`src/rtl/rib_arbiter.sv`:
```
// rtl/rib_arbiter.sv - three-master bus arbiter with grant timeout; RIB_ARB_RR_EN selects round-robin
module rib_arbiter #(
  parameter int TIMEOUT = 16,
  parameter int CNT_W   = 8
) (
  input  logic       clk,
  input  logic       rst,
  input  logic [2:0] m_req,
  input  logic       s_ack,
  output logic [2:0] gnt,
  output logic [1:0] gnt_id,
  output logic       busy,
  output logic [2:0] hold,
  output logic       err,
  output logic [1:0] err_id
);

  typedef enum logic {
    ST_IDLE = 1'b0,
    ST_BUSY = 1'b1
  } state_t;

  state_t           r_state, w_state_n;
  logic [2:0]       r_gnt, w_gnt_n;
  logic [1:0]       r_gnt_id, w_gnt_id_n;
  logic [CNT_W-1:0] r_cnt, w_cnt_n;
  logic             r_err, w_err_n;
  logic [1:0]       r_err_id, w_err_id_n;

  logic             w_rearb;
  logic             w_own_req;
  logic             w_timeout;
  logic [2:0]       w_oth_req;
  logic [2:0]       w_pick_oth;
  logic [2:0]       w_win;

  // One-hot to index; only ever called with a one-hot or zero vector
  function automatic logic [1:0] f_enc(input logic [2:0] oh);
    logic [1:0] id;
    id = 2'd0;
    if (oh[2])      id = 2'd2;
    else if (oh[1]) id = 2'd1;
    return id;
  endfunction

`ifdef RIB_ARB_RR_EN
  logic [1:0] r_rr_last;
  logic [1:0] w_rr_start;

  // Rotating search starting at master 'start'
  function automatic logic [2:0] f_pick(input logic [2:0] req, input logic [1:0] start);
    logic [2:0] f;
    case (start)
      2'd0:    f = req[0] ? 3'b001 : req[1] ? 3'b010 : req[2] ? 3'b100 : 3'b000;
      2'd1:    f = req[1] ? 3'b010 : req[2] ? 3'b100 : req[0] ? 3'b001 : 3'b000;
      default: f = req[2] ? 3'b100 : req[0] ? 3'b001 : req[1] ? 3'b010 : 3'b000;
    endcase
    return f;
  endfunction

  assign w_rr_start = (r_rr_last == 2'd2) ? 2'd0 : r_rr_last + 2'd1;
  assign w_pick_oth = f_pick(w_oth_req, w_rr_start);
`else
  // Fixed priority m2 > m1 > m0
  function automatic logic [2:0] f_pick(input logic [2:0] req);
    logic [2:0] f;
    f = req[2] ? 3'b100 : req[1] ? 3'b010 : req[0] ? 3'b001 : 3'b000;
    return f;
  endfunction

  assign w_pick_oth = f_pick(w_oth_req);
`endif

  // The current holder only wins when nobody else is asking (lowest priority at release).
  // In IDLE r_gnt is zero, so every requester counts as "other".
  assign w_oth_req = m_req & ~r_gnt;
  assign w_own_req = |(m_req & r_gnt);
  assign w_win     = (|w_pick_oth) ? w_pick_oth : (m_req & r_gnt);

  // Counter starts at 0 on the first grant cycle, so the grant is released after TIMEOUT-1 cycles
  assign w_timeout = (r_cnt == CNT_W'(TIMEOUT - 2));

  // Next-state: grant, release, abort and timeout decisions
  always_comb begin
    w_state_n  = r_state;
    w_gnt_n    = r_gnt;
    w_gnt_id_n = r_gnt_id;
    w_cnt_n    = r_cnt;
    w_err_n    = 1'b0;
    w_err_id_n = r_err_id;
    w_rearb    = 1'b0;
    case (r_state)
      ST_IDLE: w_rearb = 1'b1;
      ST_BUSY: begin
        if (s_ack) begin
          w_rearb = 1'b1;
        end else if (!w_own_req) begin
          w_state_n  = ST_IDLE;
          w_gnt_n    = 3'b000;
          w_gnt_id_n = 2'd0;
          w_cnt_n    = '0;
        end else if (w_timeout) begin
          w_rearb    = 1'b1;
          w_err_n    = 1'b1;
          w_err_id_n = r_gnt_id;
        end else begin
          w_cnt_n = r_cnt + 1'b1;
        end
      end
      default: w_state_n = ST_IDLE;
    endcase
    if (w_rearb) begin
      w_cnt_n = '0;
      if (|w_win) begin
        w_state_n  = ST_BUSY;
        w_gnt_n    = w_win;
        w_gnt_id_n = f_enc(w_win);
      end else begin
        w_state_n  = ST_IDLE;
        w_gnt_n    = 3'b000;
        w_gnt_id_n = 2'd0;
      end
    end
  end

  // State and output registers
  always_ff @(posedge clk or posedge rst) begin
    if (rst) begin
      r_state  <= ST_IDLE;
      r_gnt    <= 3'b000;
      r_gnt_id <= 2'd0;
      r_cnt    <= '0;
      r_err    <= 1'b0;
      r_err_id <= 2'd0;
    end else begin
      r_state  <= w_state_n;
      r_gnt    <= w_gnt_n;
      r_gnt_id <= w_gnt_id_n;
      r_cnt    <= w_cnt_n;
      r_err    <= w_err_n;
      r_err_id <= w_err_id_n;
    end
  end

`ifdef RIB_ARB_RR_EN
  // Round-robin pointer follows every new grant
  always_ff @(posedge clk or posedge rst) begin
    if (rst) begin
      r_rr_last <= 2'd1;
    end else if (w_rearb && (|w_win)) begin
      r_rr_last <= f_enc(w_win);
    end
  end
`endif

  assign gnt    = r_gnt;
  assign gnt_id = r_gnt_id;
  assign busy   = |r_gnt;
  assign hold   = m_req & ~r_gnt;
  assign err    = r_err;
  assign err_id = r_err_id;

endmodule

```
`config.mk`:
```
export PLATFORM = sky130hd
export DESIGN_NAME = rib_arbiter
export DESIGN_NICKNAME = d
export VERILOG_FILES = /design/src/rtl/rib_arbiter.sv
export SDC_FILE = /design/constraint.sdc
export NUM_CORES = 1
export LEC_CHECK = 0
export CORE_MARGIN = 3
export CORE_UTILIZATION = 44
export CTS_CLUSTER_DIAMETER = 100
export DETAILED_ROUTE_END_ITERATION = 16
export GPL_ROUTABILITY_DRIVEN = 0
export PLACE_DENSITY = 0.73
export REMOVE_ABC_BUFFERS = 1
export SLEW_MARGIN = 20
export SYNTH_ARGS = -nofsm -noshare
export SYNTH_HDL_FRONTEND = slang
export SYNTH_SLANG_ARGS = --single-unit
```
`constraint.sdc`:
```
create_clock -name clk -period 1.5 [get_ports clk]
set_input_delay 0.225 -clock clk [delete_from_list [all_inputs] [get_ports clk]]
set_output_delay 0.225 -clock clk [all_outputs]
set_load 0.01 [all_outputs]
```
* Word level (Yosys, flattened, before mapping)
Cells that the tools add are included.
** Storage, ports and cells
- Bits in registers :: 17
- Output and inout bits :: 12
- Word-level logic and storage cells :: 56
** Cells by class
- Add/sub/neg operators :: 1
- Eq/ne operators :: 4
- Muxes and demuxes :: 32
- Bitwise operators :: 5
- Reductions and logical operators :: 8
** Operators with widths (count)
- 8-bit two-way mux :: 5
- 3-bit two-way mux :: 7
- 2-bit two-way mux :: 7
- 1-bit two-way mux :: 12
- 3-bit OR reduction :: 4
- 8-bit by 1-bit adder with 8-bit output, second input constant :: 1
- 8-bit by 4-bit == test with 1-bit output, second input constant :: 1
- 3-bit bitwise AND :: 2
- 3-bit AND reduction :: 2
- 4-bit AND reduction :: 1
- 3-bit != test, second input constant :: 1
- 3-bit inverter :: 1
- 2-bit by 1-bit != test with 1-bit output, second input constant :: 1
- 2-bit != test, second input constant :: 1
- 1-bit inverter :: 2
- 1-bit one-hot mux with 2 select lines :: 1
- 2-bit nonzero test :: 1

* Depth between registers and ports, before layout
Gate-level depths: netlist (run 1).
- Depth after elaboration :: 11
- Depth in mapped cells :: 5
- Depth with buffers taken out :: 5

* Worst setup path before layout (run 1)
No wires, ideal clock.
- Path kind :: register to register
- Start point :: register r_cnt[4]
- End point :: register r_err_id[0], in the netlist err_id[0]
- Arrival time :: 1.375 ns
- Data required time :: 1.375 ns
- Path slack :: 0.001 ns
- Stages on the path, launching flop included :: 5
- Path buffers :: 0
- Cells stage by stage :: dfrtp_1 > nor4_4 > nand3_4 > nor3_4 > mux2_2
** On the way
- Cells in the longest elaborated chain, start to end :: 2
** RTL lines
- start, declared :: line 26 : logic [CNT_W-1:0] r_cnt, w_cnt_n;
- start signal, assigned :: line 139 : r_cnt <= w_cnt_n;
- 8-bit by 4-bit == test with 1-bit output :: line 81 : assign w_timeout = (r_cnt == CNT_W'(TIMEOUT - 2));
- 4-bit AND reduction (no line)
- end signal, assigned :: line 141 : r_err_id <= w_err_id_n;
- end, declared :: line 28 : logic [1:0] r_err_id, w_err_id_n;
No other way between the ends.
A chain may end at the register's enable or synchronous reset.

* Worst setup path after layout (run 1)
- Start point :: register r_gnt[1], in the netlist gnt[1]
- End point :: register r_gnt[1], in the netlist gnt[1]
** On the way
- Cells in the longest elaborated chain, start to end :: 9
- Elaborated cells between the ends (all ways) :: 18
** RTL lines
- start, declared :: line 24 : logic [2:0] r_gnt, w_gnt_n;
- start signal, assigned :: line 137 : r_gnt <= w_gnt_n;
- 3-bit inverter :: line 76 : assign w_oth_req = m_req & ~r_gnt;
- 3-bit bitwise AND :: line 76
- 2-bit two-way mux :: line 67 : f = req[2] ? 3'b100 : req[1] ? 3'b010 : req[0] ? 3'b001 : 3'b000;
- 3-bit two-way mux :: line 67
- 3-bit OR reduction :: line 78 : assign w_win = (|w_pick_oth) ? w_pick_oth : (m_req & r_gnt);
- 3-bit two-way mux :: line 78
- 3-bit OR reduction :: line 114 : if (|w_win) begin
- 3-bit two-way mux :: line 114
- 3-bit two-way mux :: line 112 : if (w_rearb) begin
Parallel ways exist; a longest one is shown, timed or not.

==> results of run 1 <==
[synthesized netlist by cell type, types with 2 or more instances]
cell | number | area share
a32o_1 | 2 | 0.024
dfrtp_1 | 16 | 0.47
o21ai_0 | 3 | 0.018
mux2_2 | 2 | 0.027
a21oi_1 | 2 | 0.012
inv_1 | 3 | 0.013
a22o_1 | 2 | 0.021
nor3b_1 | 2 | 0.018
ha_1 | 2 | 0.030
nand2_1 | 3 | 0.013
nor2b_1 | 5 | 0.037
nor2_1 | 8 | 0.036
xor2_1 | 5 | 0.052
nand4_1 | 2 | 0.015
[worst max path at each step]
stage,start,end,slack (ns),cells after the start
finish,gnt[1],gnt[1],-0.05,5
global route,r_cnt[6],err_id[0],-0.15,4
CTS,r_cnt[6],err_id[0],-0.08,4
detailed placement,m_req[0],err_id[0],-0.27,5
global placement,m_req[0],err_id[1],-0.21,5
floorplan,r_cnt[4],err_id[0],0.0006,4
[layer usage]
layer / wire, um / GRT usage / vias up
met5: 0 / 0 / -
met4: 9 / 0.03687 / 0
met3: 99 / 0.06344 / 2
met2: 1043 / 0.3260 / 20
met1: 884 / 0.2442 / 362
li1: - / - / 347
[cells by family (layout without fill, tap and decap cells)]
| group | Yosys count | after routing | share of synthesized area |
|---|---|---|---|
| adders and majority gates | 2 | 2 | 0.02962 |
| buffers and inverters | 4 | 45 | 0.02222 |
| and+or+nand+nor | 31 | 31 | 0.2415 |
| muxes | 2 | 2 | 0.02666 |
| AOI/OAI and AO/OA | 14 | 14 | 0.1437 |
| DFF | 16 | 16 | 0.4741 |
| xor gates and xnor gates | 6 | 6 | 0.06222 |
[cell type report]
class                      count  area share
clock buffer                   4     0.02903
inverter                       3    0.009009
multi-input combinational     55      0.3574
sequential                    16      0.3203
tap                           25     0.02503
timing repair buffer          38      0.2593
[stage by stage]
stage               power (uW)    util
floorplan                633.2       -
global placement         822.9  0.6610
detailed placement       831.1  0.6610
CTS                       1102  0.7007
global route              1167  0.7085
finish                    1105  0.7085
[where the power goes]
part	internal (uW)	switching [uW]	total (uW)	leakage, uW
Clock	148	134	282	0.0000210
Sequential	457	21.4	479	0.000216
Combinational	171	173	344	0.000354
[worst max-delay path, stage by stage, from the launching register on]
cell and delay (ns):
dfrtp_1 0.41, buf_4 0.15, a22o_4 0.26, nor3_1 0.32, a211oi_4 0.07, a32o_2 0.25
[flip-flops by register name (all words and copies together) (netlist names)]
signal   count
r_cnt        8
err_id       2
gnt          2
gnt_id       2
err          1
r_state      1
[what timing repair did]
action / in CTS / in global routing
resized for setup: 13 / 8
pin swaps: 4 / 4
setup endpoints to repair: 15 / 17
buffers inserted: 4 / 0
==> results.sh, run 1 <==
export IMPL_leakage_uw=0.0005906
export IMPL_vdd_drop_max_uv=648.6
export IMPL_synthesis_instances=75
export IMPL_place_inst=133
export IMPL_cp_start_kind="flop"
export IMPL_post_route_period_util=1.037
export IMPL_slew_headroom=0.7631
export IMPL_drive_gt1_frac=0.3276
export IMPL_regArea_um2=400.4
export IMPL_firstDrtPassIters=6
export IMPL_violations="negative setup slack"
export IMPL_core_area_um2=1764
export IMPL_worst_pin_slew_ns=0.3545
export IMPL_first_iter_violations=19
export IMPL_portBuffers=17
export IMPL_antenna_cells=0
export IMPL_ys_seq_area_frac=0.4741
export IMPL_synthFlopType="dfrtp_1"
export IMPL_die_width_um=49.81
export IMPL_cts_tree="built"
export IMPL_cts_buffers=3
export IMPL_timing_rr_start="gnt[1]"
export IMPL_rows=15
export IMPL_routed_wl_mm=2.037
export IMPL_layout_cells_non_filler=141
export IMPL_drtAntennaViolNets=0
export IMPL_grt_max_degree=17
export IMPL_clock_fmax_mhz=643.2
export IMPL_clk_pin_slew_ns=0.09
export IMPL_via_per_inst=5.184
export IMPL_hpwl_mm=1.520
export IMPL_cts_buffer_depth=2
export IMPL_required_ns=1.68
export IMPL_power_density_nw_per_um2=883.8
export IMPL_worstRegToRegCells=5
export IMPL_syn_area_per_cell_um2=11.26
export IMPL_netlist_area_um2=844.6
export IMPL_outcome="complete, but fails checks"
export IMPL_hold_viol=0
export IMPL_setup_viol=5
export IMPL_yosys_warnings=0
export IMPL_htree_levels=1
export IMPL_synth_cell_types=32
export IMPL_grt_remaining_overflow=0
export IMPL_worst_path_max_fanout=3
export IMPL_clk_latency_ns=0.28
export IMPL_final_common_cell="buf_4"
export IMPL_fin_area_um2=1250
export IMPL_hold_buffers=0
export IMPL_num_vias=731
export IMPL_worstSetupPathType="flop to flop"
export IMPL_initial_utilization=0.4787
export IMPL_drc=0
export IMPL_wl_per_cell_um=14.45
export IMPL_r2r_end="gnt[1]"
export IMPL_regToRegSetupSlack_ns=-0.05
export IMPL_root_buffer="clkbuf_4"
export IMPL_grt_usage=0.1942
export IMPL_setup_tns_ns=-0.2032
export IMPL_dieArea_um2=2481
export IMPL_hold_class="input pin to async pin"
export IMPL_grt_pass1_vias=817
export IMPL_endpoint_kind="flop"
export IMPL_crit_arrival_ns=1.74
export IMPL_synth_seq_cells=16
export IMPL_fillerInstances=147
export IMPL_fin_crit_ns=1.555
export IMPL_holdWs_ns=0.2307
export IMPL_multiInputGateArea_um2=446.7
export IMPL_dp_worst_setup_slack_ns=-0.2705
export IMPL_fin_ws_ns=-0.05484
export IMPL_grt_pass1_wl_mm=3.684
export IMPL_rsz0062_at_grt="yes"
export IMPL_synthArstFlopShare=1.000
export IMPL_layout_common_cells="18 x buf_4, 16 x dfrtp_1, 8 x nor2_1, 8 x clkdlybuf4s50_1, 6 x dlygate4sd2_1"
export IMPL_dpl_cell_area_um2=1166
export IMPL_chipHeight_um=49.81
export IMPL_synth_edf_count=0
export IMPL_cts_sinks=16
export IMPL_maxCapViolCount=0
export IMPL_syn_to_final_growth_pct=48.00
export IMPL_slew_violations=0
export IMPL_finClkSkew_ns=0.001045
export IMPL_io_pins=18
export IMPL_layout_nets=125
export IMPL_antenna_found_initial=0
Note: power is estimated with default switching activity, not from simulation.
==> inputs of run 2 (changes only) <==
==> constraint.sdc (replaced) <==
create_clock -name clk -period 1.3 [get_ports clk]
set_input_delay 0.195 -clock clk [delete_from_list [all_inputs] [get_ports clk]]
set_output_delay 0.195 -clock clk [all_outputs]
set_load 0.01 [all_outputs]
==> run 2 against run 1 <==
Net effect: the flow still finishes with violations (negative setup slack); flip-flop and latch count did not move; count of clock-buffer cells in the layout is the same; final area increased by 8.4%; die area unchanged; critical endpoint is now err_id[1]; combinational power grew 37%; global-route usage is 0.33 points lower; critical path depth down 1; first-iteration DRC count down 58%; hold slack got worse by 0.031 ns.
==> results.sh, run 2 (synthesis results as in run 1) <==
export IMPL_outcome="complete, but fails checks"
export IMPL_violations="negative setup slack"
export IMPL_leakage_uw=0.0006484
export IMPL_io_pins=18
export IMPL_path_cells="nor4_4 -> nand3_4 -> nor3_4 -> mux2_2"
export IMPL_largest_register_ffs=8
export IMPL_place_inst=140
export IMPL_clk_latency_ns=0.29
export IMPL_fin_crit_ns=1.574
export IMPL_firstDrtPassIters=4
export IMPL_chipHeight_um=49.81
export IMPL_drc=0
export IMPL_drtAntennaViolNets=0
export IMPL_initial_utilization=0.4787
export IMPL_cts_buffers=3
export IMPL_first_iter_violations=8
export IMPL_layout_common_cells="20 x buf_4, 16 x dfrtp_1, 12 x buf_6"
export IMPL_clock_fmax_mhz=635.2
export IMPL_cts_sinks=16
export IMPL_worst_pin_slew_ns=0.3491
export IMPL_grt_pass1_wl_mm=3.519
export IMPL_slew_violations=0
export IMPL_portBuffers=17
export IMPL_fin_ws_ns=-0.2742
export IMPL_syn_to_final_growth_pct=60.44
export IMPL_slew_headroom=0.7655
export IMPL_endpoint="err_id[1]"
export IMPL_finClkSkew_ns=0.0009716
export IMPL_layout_cells_non_filler=149
export IMPL_dieArea_um2=2481
export IMPL_worstSetupPathType="flop to flop"
export IMPL_crit_arrival_ns=1.76
export IMPL_grt_remaining_overflow=0
export IMPL_die_width_um=49.81
export IMPL_hold_viol=0
export IMPL_cp_start_kind="flop"
export IMPL_max_stage_delay_ns=0.42
export IMPL_antenna_found_initial=0
export IMPL_vdd_drop_max_uv=610.5
export IMPL_endpoint_kind="flop"
export IMPL_grt_pass1_vias=778
export IMPL_hpwl_mm=1.501
export IMPL_largest_register="r_cnt"
export IMPL_drive_gt1_frac=0.4839
export IMPL_rows=15
export IMPL_post_route_period_util=1.211
export IMPL_multiInputGateArea_um2=481.7
export IMPL_htree_levels=1
export IMPL_layout_nets=133
export IMPL_worst_path_max_fanout=6
export IMPL_antenna_cells=0
export IMPL_core_area_um2=1764
export IMPL_startpoint="r_cnt[6]"
export IMPL_r2r_end="err_id[1]"
export IMPL_cts_tree="built"
export IMPL_maxCapViolCount=0
export IMPL_timing_rr_start="r_cnt[6]"
export IMPL_power_density_nw_per_um2=1001
export IMPL_holdWs_ns=0.1993
export IMPL_setup_viol=18
export IMPL_rsz0062_at_grt="yes"
export IMPL_num_vias=764
export IMPL_root_buffer="clkbuf_4"
export IMPL_regToRegSetupSlack_ns=-0.27
export IMPL_hold_class="input pin to async pin"
export IMPL_grt_usage=0.1909
export IMPL_regArea_um2=400.4
export IMPL_via_per_inst=5.128
export IMPL_worstRegToRegCells=4
export IMPL_critPathSlowestCell="dfrtp_1"
export IMPL_fillerInstances=132
export IMPL_routed_wl_mm=2.266
export IMPL_fin_total_pwr_uw=1356
export IMPL_cts_buffer_depth=2
export IMPL_final_common_cell="buf_4"
export IMPL_clk_pin_slew_ns=0.09
export IMPL_required_ns=1.49
export IMPL_wl_per_cell_um=15.21
export IMPL_grt_max_degree=17
-- run 2: critical path: cells and delay by family (launching register included) --
family	cells	cell delay [ns]
flops	1	0.42
mux	1	0.36
simple gates	3	0.69
-- run 2: layout make-up --
| cell class | count | area share |
|---|---|---|
| clock buffers | 4 | 0.02678 |
| well taps | 25 | 0.02308 |
| flip-flops and latches | 16 | 0.2955 |
| multi-input cells | 55 | 0.3555 |
| repair buffers | 46 | 0.2909 |
| inverters | 3 | 0.008310 |
-- run 2: routing by layer --
metal | global-route usage | share of wire | up-vias
met5 | 0 | 0 | -
met4 | 0.04147 | 0.032 | 0
met3 | 0.06344 | 0.043 | 13
met2 | 0.3304 | 0.48 | 19
met1 | 0.2282 | 0.44 | 368
li1 | - | - | 364
-- run 2: report_power, final --
group	internal, uW	leakage (uW)	switching, uW
logic	240	0.000411	231
registers	528	0.000216	26.0
clock network	171	0.0000210	161
-- run 2: stage by stage --
stage               setup TNS [ns]  setup WS (ns)  utilization  instance area (um2)
floorplan                   -1.076        -0.1994            -                837.1
global placement            -5.552        -0.3766       0.6908                 1219
detailed placement          -6.388        -0.4174       0.6908                 1219
CTS                         -2.553        -0.2722       0.7262                 1281
global route                -4.496        -0.3372       0.7681                 1355
finish                      -3.159        -0.2742       0.7681                 1355
-- run 2: worst min-delay path by stage --
stage	slack, ns	to
floorplan	0.11	err
global placement	0.50	err_id[0]
detailed placement	0.50	err_id[0]
CTS	0.20	r_cnt[0]
global route	0.22	r_cnt[0]
finish	0.20	r_cnt[0]
-- run 2: repair_timing --
item,in CTS,in global routing
pin swaps,9,5
setup endpoints to repair,28,23
resized for setup,38,25
buffers inserted,2,3
hold buffers,0,0
==> inputs of run 3 (changes only) <==
--- a/config.mk
+++ b/config.mk
@@ -5,7 +5,6 @@
 export SDC_FILE = /design/constraint.sdc
 export NUM_CORES = 1
 export LEC_CHECK = 0
-export CORE_MARGIN = 3
 export CORE_UTILIZATION = 44
 export CTS_CLUSTER_DIAMETER = 100
 export DETAILED_ROUTE_END_ITERATION = 16
==> run 3 against run 2 <==
Net effect: the run still ends with negative setup slack left; critical endpoint unchanged; wire length down 9.0%; power decreased by 5.4%; maximum frequency increased by 0.61%; non-clock buffer count down 2; die area is 15% lower; largest power group unchanged.
==> results.sh, run 3 (synthesis results as in run 1) <==
export IMPL_root_buffer="clkbuf_4"
export IMPL_num_vias=751
export IMPL_fin_total_pwr_uw=1283
export IMPL_cts_buffers=3
export IMPL_worst_path_max_fanout=5
export IMPL_post_route_period_util=1.204
export IMPL_leakage_uw=0.0006222
export IMPL_layout_cells_non_filler=147
export IMPL_fin_crit_ns=1.565
export IMPL_firstDrtPassIters=4
export IMPL_setup_viol=16
export IMPL_slew_headroom=0.7670
export IMPL_vdd_drop_max_uv=886.8
export IMPL_layout_nets=131
export IMPL_grt_pass1_wl_mm=3.298
export IMPL_core_area_um2=1764
export IMPL_holdWs_ns=0.2002
export IMPL_grt_pass1_vias=767
export IMPL_fin_area_um2=1299
export IMPL_syn_to_final_growth_pct=53.78
export IMPL_grt_remaining_overflow=0
export IMPL_cts_buffer_depth=2
export IMPL_clock_fmax_mhz=639.1
export IMPL_drc=0
export IMPL_rsz0062_at_grt="yes"
export IMPL_maxCapViolCount=0
export IMPL_crit_arrival_ns=1.75
export IMPL_finClkSkew_ns=0.01137
export IMPL_final_common_cell="buf_4"
export IMPL_drtAntennaViolNets=0
export IMPL_worstRegToRegCells=4
export IMPL_regToRegSetupSlack_ns=-0.26
export IMPL_required_ns=1.48
export IMPL_hold_class="input pin to async pin"
export IMPL_routed_wl_mm=2.061
export IMPL_hold_viol=0
export IMPL_cts_sinks=16
export IMPL_grt_max_degree=17
export IMPL_timing_rr_start="r_cnt[4]"
export IMPL_drive_gt1_frac=0.3934
export IMPL_clk_pin_slew_ns=0.10
export IMPL_initial_utilization=0.4787
export IMPL_antenna_found_initial=0
export IMPL_htree_levels=1
export IMPL_chipHeight_um=45.81
export IMPL_power_density_nw_per_um2=988.0
export IMPL_first_iter_violations=16
export IMPL_worst_pin_slew_ns=0.3468
export IMPL_clk_latency_ns=0.29
export IMPL_cts_tree="built"
export IMPL_fin_ws_ns=-0.2646
export IMPL_setup_tns_ns=-3.059
export IMPL_dpl_cell_area_um2=1211
export IMPL_wl_per_cell_um=14.02
export IMPL_endpoint_kind="flop"
export IMPL_portBuffers=17
export IMPL_io_pins=18
export IMPL_cp_start_kind="flop"
export IMPL_outcome="complete, but fails checks"
export IMPL_rows=15
export IMPL_die_width_um=45.81
export IMPL_violations="negative setup slack"
export IMPL_dieArea_um2=2099
export IMPL_worstSetupPathType="flop to flop"
export IMPL_antenna_cells=0
export IMPL_largest_register_ffs=8
export IMPL_layout_common_cells="24 x buf_4, 14 x dfrtp_1, 9 x dlygate4sd2_1"
export IMPL_hold_buffers=0
export IMPL_slew_violations=0
export IMPL_place_inst=139
export IMPL_largest_register="r_cnt"
export IMPL_grt_usage=0.2219
export IMPL_via_per_inst=5.109
export IMPL_r2r_end="err_id[1]"
export IMPL_hpwl_mm=1.426
run 3: cell count changes in the layout (fill, tap and decap cells not counted), moves of 2 or more:
cell / change
buf_4: +4
buf_6: -9
dfrtp_1: -2
dfrtp_2: +2
dlygate4sd2_1: +4
nor2_1: +7
nor2_2: -7
run 3: metal layers:
layer  global-route usage  vias to the layer above  wire [um]
li1                     -                      365          -
met1               0.2818                      377        965
met2               0.3714                        9       1049
met3              0.07937                        0         46
met4              0.02941                        0          0
met5                    0                        -          0
run 3: layout make-up:
class	count	area, um2
Timing Repair Buffer	44	352.8
Inverter	3	11.26
Tap cell	25	31.28
Multi-Input combinational cell	55	464.2
Sequential cell	16	402.9
Clock buffer	4	36.28
Fill cell	129	465.4
run 3: stage by stage:
step / utilization / worst slack (ns)
after CTS: 0.7340 / -0.2754
after floorplan: - / -0.1994
final: 0.7362 / -0.2646
after detailed placement: 0.6865 / -0.4201
after global placement: 0.6865 / -0.3790
after global routing: 0.7362 / -0.3530
run 3: how the worst max path moves through the flow:
stage	start	endpoint	slack, ns	cells past startpoint
after floorplan	r_cnt[4]	err_id[0]	-0.20	4
after global routing	r_cnt[4]	err_id[1]	-0.35	4
after detailed placement	m_req[0]	err_id[1]	-0.42	5
final	r_cnt[4]	err_id[1]	-0.26	4
after CTS	r_cnt[6]	err_id[1]	-0.28	4
after global placement	m_req[0]	err_id[1]	-0.38	5
run 3: power breakdown:
part / internal, uW / switching (uW) / leakage (uW)
sequential: 528 / 30.4 / 0.000213
clock: 171 / 151 / 0.0000210
combinational: 200 / 202 / 0.000389
run 3: repair_timing:
action                                  CTS  global route
pin swaps                                 5             5
setup buffers                             3             1
gates resized for setup                  32             5
endpoints found under the setup margin   28            18
run 3: critical path: stages, from the launching register on:
cell,delay (ns)
dfrtp_2,0.44
nor4_4,0.33
nand3_4,0.15
nor3_4,0.18
mux2_2,0.36
